## config.mk

```make
export PLATFORM = sky130hd
export DESIGN_NAME = multi_square_object
export DESIGN_NICKNAME = d
export VERILOG_FILES = /design/src/rtl/multi_square_object_pkg.sv /design/src/rtl/multi_square_object_square_hit_test.sv /design/src/rtl/multi_square_object.sv
export SDC_FILE = /design/constraint.sdc
export NUM_CORES = 1
export LEC_CHECK = 0
export BUFFER_PORTS_ARGS = -buffer_cell sky130_fd_sc_hd__clkbuf_2
export CORE_MARGIN = 2
export CORE_UTILIZATION = 45
export DETAILED_ROUTE_END_ITERATION = 8
export GPL_ROUTABILITY_DRIVEN = 0
export PLACE_DENSITY = 0.74
export SLEW_MARGIN = 10
export SYNTH_ARGS = -nofsm -noshare
export SYNTH_HDL_FRONTEND = slang
export SYNTH_SLANG_ARGS = --single-unit
```

## constraint.sdc

```tcl
create_clock -name clk -period 5.7 [get_ports clk]
set_clock_uncertainty 0.05 [all_clocks]
set_input_delay 0.57 -clock clk [delete_from_list [all_inputs] [get_ports clk]]
set_output_delay 0.57 -clock clk [all_outputs]
set_load 0.05 [all_outputs]
```

## src/rtl/multi_square_object_pkg.sv

```systemverilog
// Shared constants and object state for multi_square_object.
// Object coordinates are stored at OBJ_COORD_W bits so one struct serves any COORD_W up to 16.
package multi_square_object_pkg;

  localparam logic [7:0] TRANSPARENT_ENCODING = 8'hFF;
  localparam int         OBJ_COORD_W          = 16;

  // No entry may equal TRANSPARENT_ENCODING, or a hit would be invisible downstream.
  localparam logic [7:0] COLOR_TABLE [16] = '{
    8'hE0, 8'h1C, 8'h03, 8'hFC, 8'hE3, 8'h1F, 8'h92, 8'h49,
    8'hB6, 8'h6D, 8'hF0, 8'h0F, 8'hC8, 8'h38, 8'h07, 8'hA4
  };

  typedef struct packed {
    logic [OBJ_COORD_W-1:0] x;
    logic [OBJ_COORD_W-1:0] y;
    logic                   visible;
    logic                   blink;
  } obj_state_t;

endpackage

```

## src/rtl/multi_square_object_square_hit_test.sv

```systemverilog
// Per-object rectangle containment test and offset computation, registered as pipeline stage 1.
module square_hit_test
  import multi_square_object_pkg::*;
#(
  parameter int COORD_W         = 11,
  parameter int OBJECT_WIDTH_X  = 32,
  parameter int OBJECT_HEIGHT_Y = 32
) (
  input  logic               clk,
  input  logic               resetN,
  input  logic [COORD_W-1:0] pixelX,
  input  logic [COORD_W-1:0] pixelY,
  input  logic [COORD_W-1:0] objX,
  input  logic [COORD_W-1:0] objY,
  input  logic               shown,
  output logic               inside_p1,
  output logic [COORD_W-1:0] offsetX_p1,
  output logic [COORD_W-1:0] offsetY_p1
);

  localparam int SW = COORD_W + 1;

  // One extra bit keeps right/bottom edges from wrapping near the end of the coordinate range.
  logic [SW-1:0] px, py, left, top, right, bottom;
  logic          inside_c;

  assign px     = {1'b0, pixelX};
  assign py     = {1'b0, pixelY};
  assign left   = {1'b0, objX};
  assign top    = {1'b0, objY};
  assign right  = left + SW'(OBJECT_WIDTH_X);
  assign bottom = top + SW'(OBJECT_HEIGHT_Y);

  assign inside_c = shown && (px >= left) && (px < right) && (py >= top) && (py < bottom);

  // Stage 1 boundary
  always_ff @(posedge clk or negedge resetN) begin
    if (!resetN) begin
      inside_p1  <= 1'b0;
      offsetX_p1 <= '0;
      offsetY_p1 <= '0;
    end else begin
      inside_p1  <= inside_c;
      offsetX_p1 <= pixelX - objX;
      offsetY_p1 <= pixelY - objY;
    end
  end

endmodule

```

## src/rtl/multi_square_object.sv

```systemverilog
// Up to 16 frame-synchronised rectangles with priority select; 2-cycle pixel-to-output latency.
// Optional blink gating and frame counter enabled by defining MULTI_SQUARE_OBJECT_BLINK_EN.
module multi_square_object
  import multi_square_object_pkg::*;
#(
  parameter  int NUM_OBJECTS       = 4,
  parameter  int OBJECT_WIDTH_X    = 32,
  parameter  int OBJECT_HEIGHT_Y   = 32,
  parameter  int COORD_W           = 11,
  parameter  int BLINK_HALF_FRAMES = 16,
  localparam int IDX_W             = (NUM_OBJECTS > 1) ? $clog2(NUM_OBJECTS) : 1
) (
  input  logic               clk,
  input  logic               resetN,
  input  logic [COORD_W-1:0] pixelX,
  input  logic [COORD_W-1:0] pixelY,
  input  logic               startOfFrame,
  input  logic               wrValid,
  output logic               wrReady,
  input  logic [IDX_W-1:0]   wrIdx,
  input  logic [COORD_W-1:0] wrTopLeftX,
  input  logic [COORD_W-1:0] wrTopLeftY,
  input  logic               wrVisible,
  input  logic               wrBlink,
  output logic [COORD_W-1:0] offsetX,
  output logic [COORD_W-1:0] offsetY,
  output logic [IDX_W-1:0]   hitIndex,
  output logic               drawingRequest,
  output logic [7:0]         RGBout
);

  obj_state_t               shadow_q [NUM_OBJECTS];
  obj_state_t               active_q [NUM_OBJECTS];
  obj_state_t               wr_obj;
  logic [NUM_OBJECTS-1:0]   shown;
  logic [NUM_OBJECTS-1:0]   inside_p1;
  logic [COORD_W-1:0]       off_x_p1 [NUM_OBJECTS];
  logic [COORD_W-1:0]       off_y_p1 [NUM_OBJECTS];
  logic [NUM_OBJECTS-1:0]   unused_act;

  // The commit cycle blocks writes so shadow and active never update from the same edge.
  assign wrReady = resetN && !startOfFrame;

  always_comb begin
    wr_obj         = '0;
    wr_obj.x       = OBJ_COORD_W'(wrTopLeftX);
    wr_obj.y       = OBJ_COORD_W'(wrTopLeftY);
    wr_obj.visible = wrVisible;
`ifdef MULTI_SQUARE_OBJECT_BLINK_EN
    wr_obj.blink   = wrBlink;
`else
    wr_obj.blink   = 1'b0;
`endif
  end

  always_ff @(posedge clk or negedge resetN) begin
    if (!resetN) begin
      for (int i = 0; i < NUM_OBJECTS; i++) begin
        shadow_q[i] <= '0;
        active_q[i] <= '0;
      end
    end else begin
      for (int i = 0; i < NUM_OBJECTS; i++) begin
        if (wrValid && wrReady && (wrIdx == IDX_W'(i)))
          shadow_q[i] <= wr_obj;
        if (startOfFrame)
          active_q[i] <= shadow_q[i];
      end
    end
  end

`ifdef MULTI_SQUARE_OBJECT_BLINK_EN
  logic [7:0] frame_cnt_q;

  always_ff @(posedge clk or negedge resetN) begin
    if (!resetN)
      frame_cnt_q <= '0;
    else if (startOfFrame)
      frame_cnt_q <= (frame_cnt_q == 8'(2 * BLINK_HALF_FRAMES - 1)) ? 8'd0 : frame_cnt_q + 8'd1;
  end
`else
  logic unused_wr_blink;
  assign unused_wr_blink = wrBlink;
`endif

  for (genvar g = 0; g < NUM_OBJECTS; g++) begin : g_obj
`ifdef MULTI_SQUARE_OBJECT_BLINK_EN
    assign shown[g] = active_q[g].visible &&
                      (!active_q[g].blink || (frame_cnt_q < 8'(BLINK_HALF_FRAMES)));
`else
    assign shown[g] = active_q[g].visible;
`endif
    assign unused_act[g] = ^active_q[g];

    square_hit_test #(
      .COORD_W         (COORD_W),
      .OBJECT_WIDTH_X  (OBJECT_WIDTH_X),
      .OBJECT_HEIGHT_Y (OBJECT_HEIGHT_Y)
    ) u_hit (
      .clk        (clk),
      .resetN     (resetN),
      .pixelX     (pixelX),
      .pixelY     (pixelY),
      .objX       (COORD_W'(active_q[g].x)),
      .objY       (COORD_W'(active_q[g].y)),
      .shown      (shown[g]),
      .inside_p1  (inside_p1[g]),
      .offsetX_p1 (off_x_p1[g]),
      .offsetY_p1 (off_y_p1[g])
    );
  end

  logic               hit_c;
  logic [IDX_W-1:0]   idx_c;
  logic [7:0]         rgb_c;
  logic [COORD_W-1:0] ox_c, oy_c;

  // Descending scan so the lowest set index is the last (winning) assignment.
  always_comb begin
    hit_c = 1'b0;
    idx_c = '0;
    rgb_c = TRANSPARENT_ENCODING;
    ox_c  = '0;
    oy_c  = '0;
    for (int i = NUM_OBJECTS - 1; i >= 0; i--) begin
      if (inside_p1[i]) begin
        hit_c = 1'b1;
        idx_c = IDX_W'(i);
        rgb_c = COLOR_TABLE[i[3:0]];
        ox_c  = off_x_p1[i];
        oy_c  = off_y_p1[i];
      end
    end
  end

  // Stage 2 boundary
  always_ff @(posedge clk or negedge resetN) begin
    if (!resetN) begin
      drawingRequest <= 1'b0;
      hitIndex       <= '0;
      RGBout         <= TRANSPARENT_ENCODING;
      offsetX        <= '0;
      offsetY        <= '0;
    end else begin
      drawingRequest <= hit_c;
      hitIndex       <= idx_c;
      RGBout         <= rgb_c;
      offsetX        <= ox_c;
      offsetY        <= oy_c;
    end
  end

endmodule

```

==> results.sh, run 1 <==
export IMPL_clockPowerShare_pct=27.8
export IMPL_drt_pass1_iter_count=7
export IMPL_vias=12000
export IMPL_critPathRequiredTime_ns=6.04
export IMPL_hold_viol=16
export IMPL_post_cts_buffers=0
export IMPL_peakVddDrop_mv=0.247
export IMPL_clkLatencyLatePin_ns=0.57
export IMPL_placementRows=69
export IMPL_violations="negative hold slack"
export IMPL_fin_ws_ns=2.97
export IMPL_drtIter0Drc=1023
export IMPL_antenna_found_initial=1
export IMPL_clk_pin_slew_ns=0.06
export IMPL_power_w=0.00737
export IMPL_ios=86
export IMPL_cap_violations=0
export IMPL_viasPerCell=5.67
export IMPL_hold_class="input pin to async pin"
export IMPL_drtAntennaViolNets=0
export IMPL_rsz0062_at_grt="false"
export IMPL_reg2reg_slack_ns=2.97
export IMPL_cts_hold_buf=0
export IMPL_status="complete, but fails checks"
export IMPL_port_buffers=84
export IMPL_tritoncts="done"
export IMPL_placed_area_mm2=0.0171
export IMPL_cts_resized=0
export IMPL_syn_to_final_growth_pct=11.7
export IMPL_routed_wl_um=39300
export IMPL_drcViolationCount=0
export IMPL_die_h_um=194
export IMPL_synth_edf_count=0
export IMPL_fin_setup_tns_ns=0
export IMPL_intPower_w=0.00486
export IMPL_cts_sinks=304
export IMPL_clk_path_buf_depth=3
export IMPL_timing_hold_ws_ns=-0.0536
export IMPL_core_area_mm2=0.0356
export IMPL_fin_crit_sh_pct=47.9
export IMPL_synthCells=1549
export IMPL_synth_top_area_share_pct=46.4
export IMPL_drive_gt1_share_pct=15.8
export IMPL_first_global_vias=11800
export IMPL_finalSetupViolCount=0
export IMPL_synthTopCellsByArea="dfrtp_1, ha_1, mux2_2"
export IMPL_final_cell_mix="dfrtp_1, o21ai_0, ha_1, inv_1, nand2_1"
export IMPL_power_frac_comb_pct=31.1
export IMPL_mappedNetlistNets=1753
export IMPL_synth_avg_cell_area_um2=10.5
export IMPL_crit_fanout=4
export IMPL_reg2reg_depth=8
export IMPL_cts_root_buf="clkbuf_16"
export IMPL_cp_end_kind="flip-flop"
export IMPL_reg2reg_to="g_obj[2].u_hit.inside_p1$_DFF_PN0_"
export IMPL_min_period_ns=2.73
export IMPL_grt_pass1_wl_um=63100
export IMPL_relSlewSlack_pct=30.7
export IMPL_post_drt_wl_per_cell_um=18.6
export IMPL_swShare_pct=34.1
export IMPL_htreeDepth=1
export IMPL_worstMarginPinSlew_ns=1.04
export IMPL_track_usage_pct=20.9
export IMPL_critical_path_startpoint_type="flip-flop"
export IMPL_r2r_start="active_q[54]$_DFFE_PN0P_"
export IMPL_async_flop_share_pct=100
export IMPL_path_class="flip-flop to flip-flop"
export IMPL_diodes=0
export IMPL_layout_nets=1829
export IMPL_place_inst=2053
export IMPL_finalInstanceArea_mm2=0.0181
export IMPL_seq_area_frac_synth_pct=46.9
export IMPL_arrival_ns=3.07
export IMPL_grt_max_degree=105
export IMPL_p_leak_nw=8.28
export IMPL_post_place_ws_ns=2.63
export IMPL_synth_cell_type_count=63
export IMPL_ys_warn_count=0
export IMPL_p_per_area_mw_per_mm2=406
export IMPL_ys_ff_latch=304
export IMPL_die_w_um=194
export IMPL_cts_made_buffers=31
export IMPL_final_cells=2108
export IMPL_final_common_cell="dfrtp_1"
export IMPL_synthFlopType="dfrtp_1"
export IMPL_clock_fmax_ghz=0.366
export IMPL_start_util_pct=45.6
export IMPL_synth_area_mm2=0.0162
export IMPL_power_frac_seq_pct=41.1
export IMPL_p_switching_w=0.00251
export IMPL_dp_hpwl_um=28900
export IMPL_yosysTopAreaCell="dfrtp_1"
export IMPL_die_area_mm2=0.0376
export IMPL_timing_final_max_slew_violations=0
export IMPL_grt_overflow=0
[worst max path at each step]
stage	startpoint	end	slack, ns	cells past startpoint
2_1_floorplan	resetN	shadow_q[104]$_DFFE_PN0P_	2.95	5
3_3_place_gp	pixelX[0]	g_obj[2].u_hit.inside_p1$_DFF_PN0_	2.61	10
3_5_place_dp	pixelX[0]	g_obj[2].u_hit.inside_p1$_DFF_PN0_	2.63	10
4_1_cts	active_q[54]$_DFFE_PN0P_	g_obj[2].u_hit.inside_p1$_DFF_PN0_	3.05	8
5_1_grt	active_q[54]$_DFFE_PN0P_	g_obj[2].u_hit.inside_p1$_DFF_PN0_	2.90	8
6_report	active_q[54]$_DFFE_PN0P_	g_obj[2].u_hit.inside_p1$_DFF_PN0_	2.97	8
[cells in the mapped netlist (5+ instances only)]
master / instances
nor3_1: 32
ha_1: 144
nand3_1: 45
a22oi_1: 45
nor2_1: 61
a21o_1: 23
xnor2_1: 64
nor4_1: 8
nand4_1: 12
inv_1: 136
a31oi_1: 5
o21a_1: 17
nand2_1: 115
o21ai_0: 150
mux2_2: 104
dfrtp_1: 301
a2111oi_0: 5
nand2b_1: 8
and3_1: 7
clkbuf_1: 35
buf_1: 6
or3_1: 5
o21bai_1: 6
a211o_1: 7
a21oi_1: 60
xor2_1: 20
buf_4: 5
o211ai_1: 10
o2111ai_1: 6
a211oi_1: 15
nor2b_1: 21
a21boi_0: 5
fa_1: 8
[power by group through the flow]
stage	Combinational, W	Clock, W	Sequential (W)
2_1_floorplan	0.00152	0	0.00311
3_3_place_gp	0.00215	0	0.00304
3_5_place_dp	0.00224	0	0.00307
4_1_cts	0.00226	0.00208	0.00303
5_1_grt	0.00252	0.00216	0.00310
6_report	0.00229	0.00205	0.00303
[area by class of cell]
| class | instances | area [um2] |
|---|---|---|
| flip-flops and latches | 304 | 7610 |
| inverters | 136 | 510 |
| clock buffers | 42 | 867 |
| well taps | 461 | 577 |
| fillers | 3113 | 17400 |
| multi-input cells | 1059 | 7920 |
| clock inverters | 13 | 155 |
| repair buffers | 93 | 500 |
[worst max-delay path, cell delays in order, from the launching register on]
cell	delay, ns
dfrtp_1	0.36
inv_1	0.09
ha_1	0.28
nor2b_1	0.16
o31a_1	0.30
a2111oi_0	0.38
o21ai_0	0.16
and3_1	0.19
nor4b_1	0.58
[kinds of logic (layout without fill, tap and decap cells)]
kind of cell | Yosys count | in the layout | share of synthesized area, %
DFF | 304 | 304 | 46.9
xor gates and xnor gates | 84 | 84 | 4.53
AOI/OAI and AO/OA | 384 | 384 | 15.0
buffers and inverters | 186 | 284 | 4.45
muxes | 106 | 106 | 7.34
adders and majority gates | 152 | 152 | 12.1
and+or+nand+nor | 333 | 333 | 9.73
[per-layer routing]
| layer | global-route usage, % | vias to the layer above | wire (um) |
|---|---|---|---|
| li1 | - | 5636 | - |
| met1 | 30.4 | 5881 | 18500 |
| met2 | 32.3 | 359 | 17200 |
| met3 | 3.27 | 72 | 2610 |
| met4 | 5.89 | 2 | 969 |
| met5 | 0 | - | 16 |
[metrics by stage]
step | hold WS (ns) | utilization [%]
after global routing | 0.0422 | 51.0
after global placement | 0.405 | 48.1
after detailed placement | 0.407 | 48.1
after CTS | 0.00980 | 51.0
final | -0.0536 | 51.0
after floorplan | 0.224 | -
[flip-flops by register name, summed over array words and instances (netlist names)]
signal	flops
g_obj.u_hit.inside_p1	4
hitIndex	2
shadow_q	92
offsetX	11
g_obj.u_hit.offsetY_p1	44
RGBout	3
offsetY	11
drawingRequest	1
g_obj.u_hit.offsetX_p1	44
active_q	92
No activity file was read; power rests on OpenSTA's default activity.
==> inputs of run 2 (changes only) <==
PLACE_DENSITY = 0.76   (was 0.74)
clock period = 2.3 ns   (was 5.7 ns; I/O delays follow)
==> results.sh, run 2 (synthesis gave the netlist of run 1 again) <==
export IMPL_p_per_area_mw_per_mm2=980
export IMPL_final_cells=2193
export IMPL_core_area_mm2=0.0356
export IMPL_drcViolationCount=0
export IMPL_cts_made_buffers=30
export IMPL_drtAntennaViolNets=0
export IMPL_clock_fmax_ghz=0.424
export IMPL_routed_wl_um=40500
export IMPL_rsz0062_at_grt="true"
export IMPL_min_period_ns=2.36
export IMPL_hold_class="input pin to async pin"
export IMPL_first_global_vias=12400
export IMPL_die_h_um=194
export IMPL_cts_root_buf="clkbuf_16"
export IMPL_htreeDepth=1
export IMPL_critPathRequiredTime_ns=2.72
export IMPL_critical_path_startpoint_type="flip-flop"
export IMPL_final_cell_mix="dfrtp_1, o21ai_0, ha_1, inv_1, nand2_1"
export IMPL_cpMaxStageDelayCell="dfrtp_1"
export IMPL_grt_pass1_wl_um=65200
export IMPL_finalSetupViolCount=1
export IMPL_num_fill_cells=2990
export IMPL_fin_setup_tns_ns=-0.0564
export IMPL_peakVddDrop_mv=0.661
export IMPL_place_inst=2109
export IMPL_crit_buf_inv=0
export IMPL_port_buffers=84
export IMPL_status="complete, but fails checks"
export IMPL_drive_gt1_share_pct=20.7
export IMPL_intPower_w=0.0123
export IMPL_syn_to_final_growth_pct=17.4
export IMPL_power_frac_comb_pct=33.1
export IMPL_drtIter0Drc=1078
export IMPL_p_leak_nw=8.70
export IMPL_viasPerCell=5.59
export IMPL_worstMarginPinSlew_ns=0.770
export IMPL_violations="negative setup slack"
export IMPL_tritoncts="done"
export IMPL_die_area_mm2=0.0376
export IMPL_reg_top3="active_q x92, shadow_q x92"
export IMPL_clk_pin_slew_ns=0.06
export IMPL_hold_viol=0
export IMPL_grt_overflow=0
export IMPL_cap_violations=0
export IMPL_clockPowerShare_pct=26.6
export IMPL_cp_end_kind="flip-flop"
export IMPL_power_frac_seq_pct=40.3
export IMPL_crit_fanout=2
export IMPL_layout_nets=1914
export IMPL_die_w_um=194
export IMPL_relSlewSlack_pct=48.7
export IMPL_timing_final_max_slew_violations=0
export IMPL_ios=86
export IMPL_post_drt_wl_per_cell_um=18.5
export IMPL_track_usage_pct=21.4
export IMPL_final_common_cell="dfrtp_1"
export IMPL_diodes=0
export IMPL_fin_crit_sh_pct=102
export IMPL_start_util_pct=45.6
export IMPL_fin_ws_ns=-0.0564
export IMPL_clkLatencyLatePin_ns=0.58
export IMPL_vias=12300
export IMPL_critPathMaxStageDelay_ns=0.38
export IMPL_p_switching_w=0.00638
export IMPL_antenna_found_initial=1
export IMPL_dp_hpwl_um=29900
export IMPL_cts_sinks=304
export IMPL_placementRows=69
export IMPL_arrival_ns=2.77
export IMPL_path_class="flip-flop to flip-flop"
export IMPL_clk_path_buf_depth=3
export IMPL_worstPathCellList="ha_2 > and3_4 > xnor2_2 > ha_1 > a21o_1 > a21oi_2 > a31oi_1 > a211o_1 > a311o_1 > nor4_2"
export IMPL_swShare_pct=34.2
export IMPL_critical_path_top_delay_family="compound AO/OA/AOI/OAI gates"
export IMPL_grt_max_degree=173
export IMPL_drt_pass1_iter_count=5
run 2: cell count changes in the layout (fill, tap and decap cells not counted), sizes merged:
cell,before,now
buf,11,73
bufinv,3,2
clkbuf,124,123
clkinv,7,5
clkinvlp,0,5
dlygate4sd3,0,24
inv,139,137
run 2: worst paths after layout:
kind                                            from                                      to  slack (ns)  cells after the start
min reg2reg                shadow_q[112]$_DFFE_PN0P_               active_q[112]$_DFFE_PN0P_        0.42                      2
min                                           resetN                shadow_q[40]$_DFFE_PN0P_        0.02                      2
max reg2reg                 active_q[76]$_DFFE_PN0P_      g_obj[1].u_hit.inside_p1$_DFF_PN0_       -0.06                     10
max in group asynchronous                     resetN                active_q[75]$_DFFE_PN0P_        1.17                      3
max                         active_q[76]$_DFFE_PN0P_      g_obj[1].u_hit.inside_p1$_DFF_PN0_       -0.06                     10
min in group clk                           pixelX[1]  g_obj[0].u_hit.offsetX_p1[1]$_DFF_PN0_        0.05                      2
run 2: per-layer routing:
| layer | wire (um) | share of wire (%) | vias up | global-route usage, % |
|---|---|---|---|---|
| met5 | 13 | 0.032 | - | 0 |
| met4 | 1060 | 2.6 | 2 | 6.40 |
| met3 | 2220 | 5.5 | 75 | 2.80 |
| met2 | 18400 | 45 | 322 | 34.5 |
| met1 | 18900 | 47 | 6051 | 30.3 |
| li1 | - | - | 5803 | - |
run 2: worst register-to-register path, stage by stage (launching register included):
cell and delay, ns:
dfrtp_1 0.38, ha_2 0.20, and3_4 0.18, xnor2_2 0.13
ha_1 0.29, a21o_1 0.17, a21oi_2 0.13, a31oi_1 0.05
a211o_1 0.25, a311o_1 0.30, nor4_2 0.14
run 2: cell type report:
type	instances	area, um2	share of cell area [%]
Clock inverter	13	135	0.709
Tap cell	461	577	3.02
Inverter	136	510	2.68
Multi-Input combinational cell	1059	8080	42.4
Clock buffer	41	883	4.63
Timing Repair Buffer	179	1270	6.65
Sequential cell	304	7610	39.9
run 2: stage by stage:
step	worst slack (ns)	cell area (um2)	total power, W	utilization (%)	hold WS [ns]
6_report	-0.0564	19100	0.0187	53.6	0.0245
5_1_grt	-0.204	19100	0.0197	53.6	0.0167
4_1_cts	-0.0950	18900	0.0185	53.1	0.00842
3_5_place_dp	-0.158	17600	0.0134	49.5	0.00966
3_3_place_gp	-0.0680	17600	0.0131	49.5	0.00884
2_1_floorplan	0.0539	16200	0.0115	-	-0.116
run 2: power by group through the flow:
stage	logic, W	clock network, W	registers (W)
finish	0.00619	0.00497	0.00752
global route	0.00679	0.00528	0.00768
CTS	0.00593	0.00505	0.00752
detailed placement	0.00581	0	0.00761
global placement	0.00560	0	0.00753
floorplan	0.00376	0	0.00770
run 2: timing repair:
item                                    in CTS  in global routing
buffers inserted                             0                  6
endpoints found under the setup margin       6                 18
gates resized for setup                      8                 37
hold buffers                                24                  0
hold endpoints to repair                   393                  0
gates cloned                                 0                  0
pin swaps                                    1                 12
==> inputs of run 3 (changes only) <==
==> constraint.sdc (replaced) <==
create_clock -name clk -period 2.3 [get_ports clk]
set_clock_uncertainty 0.05 [all_clocks]
set_input_delay 0 -clock clk [delete_from_list [all_inputs] [get_ports clk]]
set_output_delay 0 -clock clk [all_outputs]
set_load 0.05 [all_outputs]
==> results.sh, run 3 (synthesis gave the netlist of run 1 again) <==
export IMPL_status="complete, but fails checks"
export IMPL_violations="negative setup slack"
export IMPL_post_place_ws_ns=-0.0359
export IMPL_clock_fmax_ghz=0.422
export IMPL_timing_final_max_slew_violations=0
export IMPL_htreeDepth=1
export IMPL_fin_crit_sh_pct=103
export IMPL_fin_ws_ns=-0.0719
export IMPL_hold_class="input pin to flip-flop"
export IMPL_track_usage_pct=21.7
export IMPL_relSlewSlack_pct=35.7
export IMPL_p_per_area_mw_per_mm2=972
export IMPL_diodes=0
export IMPL_viasPerCell=5.67
export IMPL_die_h_um=194
export IMPL_port_buffers=84
export IMPL_rsz0062_at_grt="true"
export IMPL_final_cells=2186
export IMPL_cap_violations=0
export IMPL_hold_viol=0
export IMPL_tritoncts="done"
export IMPL_fin_util_pct=53.3
export IMPL_syn_to_final_growth_pct=16.8
export IMPL_critPathRequiredTime_ns=2.72
export IMPL_cp_end_kind="flip-flop"
export IMPL_final_cell_mix="dfrtp_1, o21ai_0, ha_1, inv_1, nand2_1"
export IMPL_antenna_found_initial=0
export IMPL_cts_made_buffers=30
export IMPL_die_w_um=194
export IMPL_finalSetupViolCount=1
export IMPL_post_drt_wl_per_cell_um=18.8
export IMPL_vias=12400
export IMPL_crit_start="active_q[76]$_DFFE_PN0P_"
export IMPL_r2r_start="active_q[76]$_DFFE_PN0P_"
export IMPL_arrival_ns=2.79
export IMPL_layout_nets=1905
export IMPL_die_area_mm2=0.0376
export IMPL_routed_wl_um=41100
export IMPL_drtAntennaViolNets=0
export IMPL_final_common_cell="dfrtp_1"
export IMPL_grt_overflow=0
export IMPL_start_util_pct=45.6
export IMPL_placementRows=69
export IMPL_core_area_mm2=0.0356
export IMPL_ios=86
export IMPL_grt_pass1_wl_um=65800
export IMPL_cts_root_buf="clkbuf_16"
export IMPL_worstMarginPinSlew_ns=0.965
export IMPL_clk_pin_slew_ns=0.06
export IMPL_cts_sinks=304
export IMPL_drcViolationCount=0
export IMPL_drtIter0Drc=945
export IMPL_crit_fanout=2
export IMPL_min_period_ns=2.37
export IMPL_drive_gt1_share_pct=19.5
export IMPL_reg_top3="active_q x92, shadow_q x92"
export IMPL_critical_path_startpoint_type="flip-flop"
export IMPL_p_leak_nw=8.62
export IMPL_timing_hold_ws_ns=0.0137
export IMPL_grt_max_degree=185
export IMPL_dp_hpwl_um=30000
export IMPL_clkLatencyLatePin_ns=0.57
export IMPL_drt_pass1_iter_count=5
export IMPL_first_global_vias=12400
export IMPL_path_class="flip-flop to flip-flop"
export IMPL_place_inst=2088
export IMPL_worstHoldStart="startOfFrame"
export IMPL_peakVddDrop_mv=0.628
export IMPL_clk_path_buf_depth=3
[run 3: final timing paths]
check | to | slack (ns) | cells after the start
max | g_obj[1].u_hit.inside_p1$_DFF_PN0_ | -0.07 | 10
min | active_q[108]$_DFFE_PN0P_ | 0.01 | 4
max reg2reg | g_obj[1].u_hit.inside_p1$_DFF_PN0_ | -0.07 | 10
min reg2reg | active_q[26]$_DFFE_PN0P_ | 0.43 | 2
max in group asynchronous | active_q[18]$_DFFE_PN0P_ | 1.33 | 3
min in group asynchronous | active_q[77]$_DFFE_PN0P_ | 0.10 | 3
[run 3: report_power, final]
part	switching [W]	internal, W	leakage, nW
sequential	0.000703	0.00684	3.74
combinational	0.00359	0.00248	4.40
clock	0.00206	0.00276	0.481
total	0.00635	0.0121	8.62
[run 3: per-layer routing]
| metal | global-route usage, % | part of all wire (%) | vias to the layer above |
|---|---|---|---|
| met2 | 34.1 | 45 | 428 |
| li1 | - | - | 5785 |
| met1 | 31.3 | 45 | 6106 |
| met4 | 7.27 | 2.6 | 0 |
| met3 | 2.52 | 6.7 | 71 |
| met5 | 0 | 0 | - |
[run 3: cell type report]
type,instances,area (um2)
Clock buffer,48,930
Clock inverter,8,52.6
Fill cell,3041,16600
Inverter,136,510
Multi-Input combinational cell,1059,8080
Sequential cell,304,7610
Tap cell,461,577
Timing Repair Buffer,170,1210
[run 3: worst max-delay path, stage by stage (launching register included)]
cell and delay, ns:
dfrtp_1 0.38, ha_2 0.19, and3_4 0.18, xnor2_1 0.12, ha_1 0.31, a21o_1 0.18
a21oi_2 0.13, a31oi_1 0.05, a211o_1 0.24, a311o_1 0.27, nor4_1 0.16
[run 3: repair_timing]
action / CTS / global route
pin swaps: 3 / 17
endpoints found under the setup margin: 9 / 15
hold buffers: 38 / 0
resized for setup: 11 / 38
hold endpoints to repair: 435 / 0
setup buffers: 1 / 3
[run 3: stage by stage]
stage | total power (W) | instance area [um2] | TNS [ns]
global route | 0.0195 | 19000 | -0.303
floorplan | 0.0115 | 16200 | 0
global placement | 0.0130 | 17400 | 0
finish | 0.0184 | 19000 | -0.0719
detailed placement | 0.0133 | 17400 | -0.0392
CTS | 0.0183 | 18800 | -0.0585
